`config.mk`:
```
export PLATFORM = sky130hd
export DESIGN_NAME = ber_prbs9_ref
export DESIGN_NICKNAME = d
export VERILOG_FILES = /design/src/rtl/ber_pkg.sv /design/src/rtl/ber_prbs9_ref.sv
export SDC_FILE = /design/constraint.sdc
export NUM_CORES = 1
export LEC_CHECK = 0
export CAP_MARGIN = 20
export CORE_MARGIN = 3
export CORE_UTILIZATION = 30
export CTS_CLUSTER_SIZE = 16
export DETAILED_ROUTE_END_ITERATION = 6
export PLACE_DENSITY = 0.46
export RECOVER_POWER = 100
export REMOVE_ABC_BUFFERS = 1
export SLEW_MARGIN = 10
export SYNTH_ARGS = -nofsm -noshare
export SYNTH_HDL_FRONTEND = slang
export SYNTH_SLANG_ARGS = --single-unit
```
`constraint.sdc`:
```
create_clock -name clock -period 1.28 [get_ports clock]
set_input_delay 0.128 -clock clock [delete_from_list [all_inputs] [get_ports clock]]
set_output_delay 0.128 -clock clock [all_outputs]
set_load 0.01 [all_outputs]
```
`src/rtl/ber_pkg.sv`:
```
// Shared constants and types for the BER checker slice.
//   - PRBS9 (x^9 + x^5 + 1) tap positions, seed and next-state helper
//   - FSM state encoding (ST_SEARCH, ST_LOCK)
//   - default window / relock threshold constants
package ber_pkg;

  localparam logic [8:0]  PRBS9_SEED     = 9'h1FF;
  localparam int unsigned PRBS9_TAP_HI   = 8;   // x^9 term
  localparam int unsigned PRBS9_TAP_LO   = 4;   // x^5 term
  localparam int unsigned DEF_NB_WIN     = 7;
  localparam int unsigned DEF_RELOCK_THR = 16;

  typedef enum logic {
    ST_SEARCH = 1'b0,
    ST_LOCK   = 1'b1
  } ber_state_t;

  // Fibonacci form: output is the MSB, feedback enters at the LSB.
  function automatic logic [8:0] prbs9_next(input logic [8:0] s);
    return {s[7:0], s[PRBS9_TAP_HI] ^ s[PRBS9_TAP_LO]};
  endfunction

endpackage

```
`src/rtl/ber_prbs9_ref.sv`:
```
// Local PRBS9 reference generator.
// Ports:
//   clock      system clock
//   i_reset    asynchronous active-high reset (state -> PRBS9_SEED)
//   i_advance  step the sequence by one bit
//   o_bit      current sequence bit (valid before the step)
module ber_prbs9_ref
  import ber_pkg::*;
(
  input  logic clock,
  input  logic i_reset,
  input  logic i_advance,
  output logic o_bit
);

  logic [8:0] state;

  always_ff @(posedge clock or posedge i_reset) begin
    if (i_reset) begin
      state <= PRBS9_SEED;
    end else if (i_advance) begin
      state <= prbs9_next(state);
    end
  end

  assign o_bit = state[8];

endmodule

```
==> results.cfg <==
[floorplanning]
core_area_um2 = 1156
initial_utilization_pct = 33.66
dieArea_um2 = 1765
core.rowCount = 12
fp.dieH_um = 42.02
ios = 4
die_w_um = 42.02

[sta]
finalSetupViolations = 0
worst_pin_slew_ns = 0.3297
rsz0062_at_grt = false
setup_tns_ns = 0
max_freq_ghz = 0.8370
final.setup_skew_ns = 0.0001699
relSlewSlack_pct = 77.99
drv_slew = 0
fin_crit_ns = 1.195
finalHoldViolCount = 0
period_share_pct = 93.33
fin_ws_ns = 0.08533

[global_routing]
grt_pass1_vias = 209
grt_overflow = 0
grt_pass1_wl_um = 945
grt_max_degree = 10
grt_antenna_before_repair = 0
grt_use_total_pct = 7.925

[logic_synthesis]
synthDistinctLibCells = 7
synth_area_leader_cell = dfstp_2
synth.ff_latch_count = 9
synth_simple_gate_area_share_pct = 0.9646
synthAdderAreaFrac_pct = 0
ys_warn_count = 0
synth_mux_area_share_pct = 30.87
yosysSeqAreaShare_pct = 60.77
synth-xor-area-share_pct = 2.251
synth_top_family_by_area = multiplexers
synth_top_area_share_pct = 60.77
syn-cell-area_um2 = 389.1
avgSynthCellArea_um2 = 17.69
postSynthCellCount = 22
synth-compound-area-share_pct = 1.286
synthTopCellsByArea = dfstp_2 61%, mux2_4 31%, buf_6 2.9%

[critical_path]
cp_cell_sequence = dlygate4sd2_1
ff2ff_setup_slack_ns = 0.42
path_class = register to output port
cp_max_fo = 3
cp_slowest_cell = dfstp_2
arrival_ns = 1.07
start_kind = register
path_delay_family = flip-flops
max_stage_delay_ns = 0.55
path_buf_inv = 1
cp.required_ns = 1.15
endpoint_kind = output port

[job]
maxCapViolCount = 0

[layout]
final_common_cell = dfstp_2
largest-register = state
syn_to_final_growth_pct = 11.90
reg.largest.list = state x9
n_antenna_cell = 0
nets = 34
final_cell_mix = 9 x dfstp_2, 6 x mux2_1, 3 x clkbuf_4, 3 x clkbuf_1
largest_reg_flops = 9
final_layout_size_suffix_gt1_share_pct = 46.67

[worst_hold_path]
min_path_type = register to register

[clock_network]
cts_tree = built
clkSinkCount = 9
cts_buffers = 3
cts_max_level = 1
cts-hold-fix-buffers = 0
cts.path.max_buffers = 2
path_clk_slew_ns = 0.06
worstSkewPairLatency_ns = 0.26
clockRootBuffer = clkbuf_4

[route]
first_iter_violations = 1
wire_per_inst_um = 12.93
ant_nets = 0
avgViaCountPerCell = 4.364
drc = 0
vias = 192
drt-pass1-iter-count = 2
wl_um = 569

[power_and_ir_drop]
vdd_ir_drop_max_v = 0.0007795
powerDensity_nw_per_um2 = 2449
p_leak_nw = 0.1750

[placed_design]
finalWeightedCongestion = 0.6261
dp_worst_setup_slack_ns = 0.09313
portBuffers = 3

[run_status]
status = finished, final reports clean
cells by family after synthesis:
kind of cell    after synthesis
mux                           8
flops                         9
buf+inv                       2
simple gates                  1
xor+xnor                      1
compound gates                1
metrics by stage:
stage / cell area, um2 / power [W] / std cells / util (%) / hold slack (ns)
after CTS: 465.4 / 0.001184 / 44 / 40.26 / 0.4170
after floorplan: 377.9 / 0.0008574 / 21 / - / 0.1784
after global placement: 440.4 / 0.0009461 / 40 / 38.10 / 0.4968
after detailed placement: 440.4 / 0.0009633 / 40 / 38.10 / 0.5130
after global routing: 435.4 / 0.001135 / 44 / 37.66 / 0.5409
final: 435.4 / 0.001066 / 44 / 37.66 / 0.5159
final cells by class:
| cell class | instances | area [um2] |
|---|---|---|
| sequential | 9 | 236.5 |
| timing repair buffer | 5 | 36.28 |
| clock buffer | 4 | 26.28 |
| inverter | 1 | 3.754 |
| tap | 14 | 17.52 |
| multi-input combinational | 11 | 115.1 |
| fill | 119 | 720.7 |
synth_stat cells (all sizes together):
cell / instances
a21oi: 1
nor2: 1
xnor2: 1
mux2: 8
dfstp: 9
inv: 1
buf: 1
timing repair:
item                                    CTS  global route
resized for setup                         1             0
buffers inserted                          0             0
endpoints found under the setup margin    1             0
path summary, 6_finish.rpt:
kind,to,depth (start not counted),startpoint
worst max-delay path,o_bit,1,state[8]$_DFFE_PP1P_
worst min-delay path,state[0]$_DFFE_PP1P_,2,state[0]$_DFFE_PP1P_
worst max register to register,state[0]$_DFFE_PP1P_,2,state[4]$_DFFE_PP1P_
worst min register to register,state[0]$_DFFE_PP1P_,2,state[0]$_DFFE_PP1P_
max in group asynchronous,state[2]$_DFFE_PP1P_,2,i_reset
min in group asynchronous,state[6]$_DFFE_PP1P_,2,i_reset
routing by layer:
layer | vias to the layer above | global-route usage [%] | routed length (um)
met5 | - | 0 | 0
met4 | 0 | 11.18 | 24
met3 | 4 | 2.575 | 33
met2 | 6 | 9.568 | 245
met1 | 92 | 9.067 | 266
li1 | 90 | - | -
power by group:
part | switching (W) | internal [W]
logic | 0.0000796 | 0.000146
clock network | 0.0000958 | 0.000120
registers | 0.0000924 | 0.000533
Power figures use the tool's default switching activity.
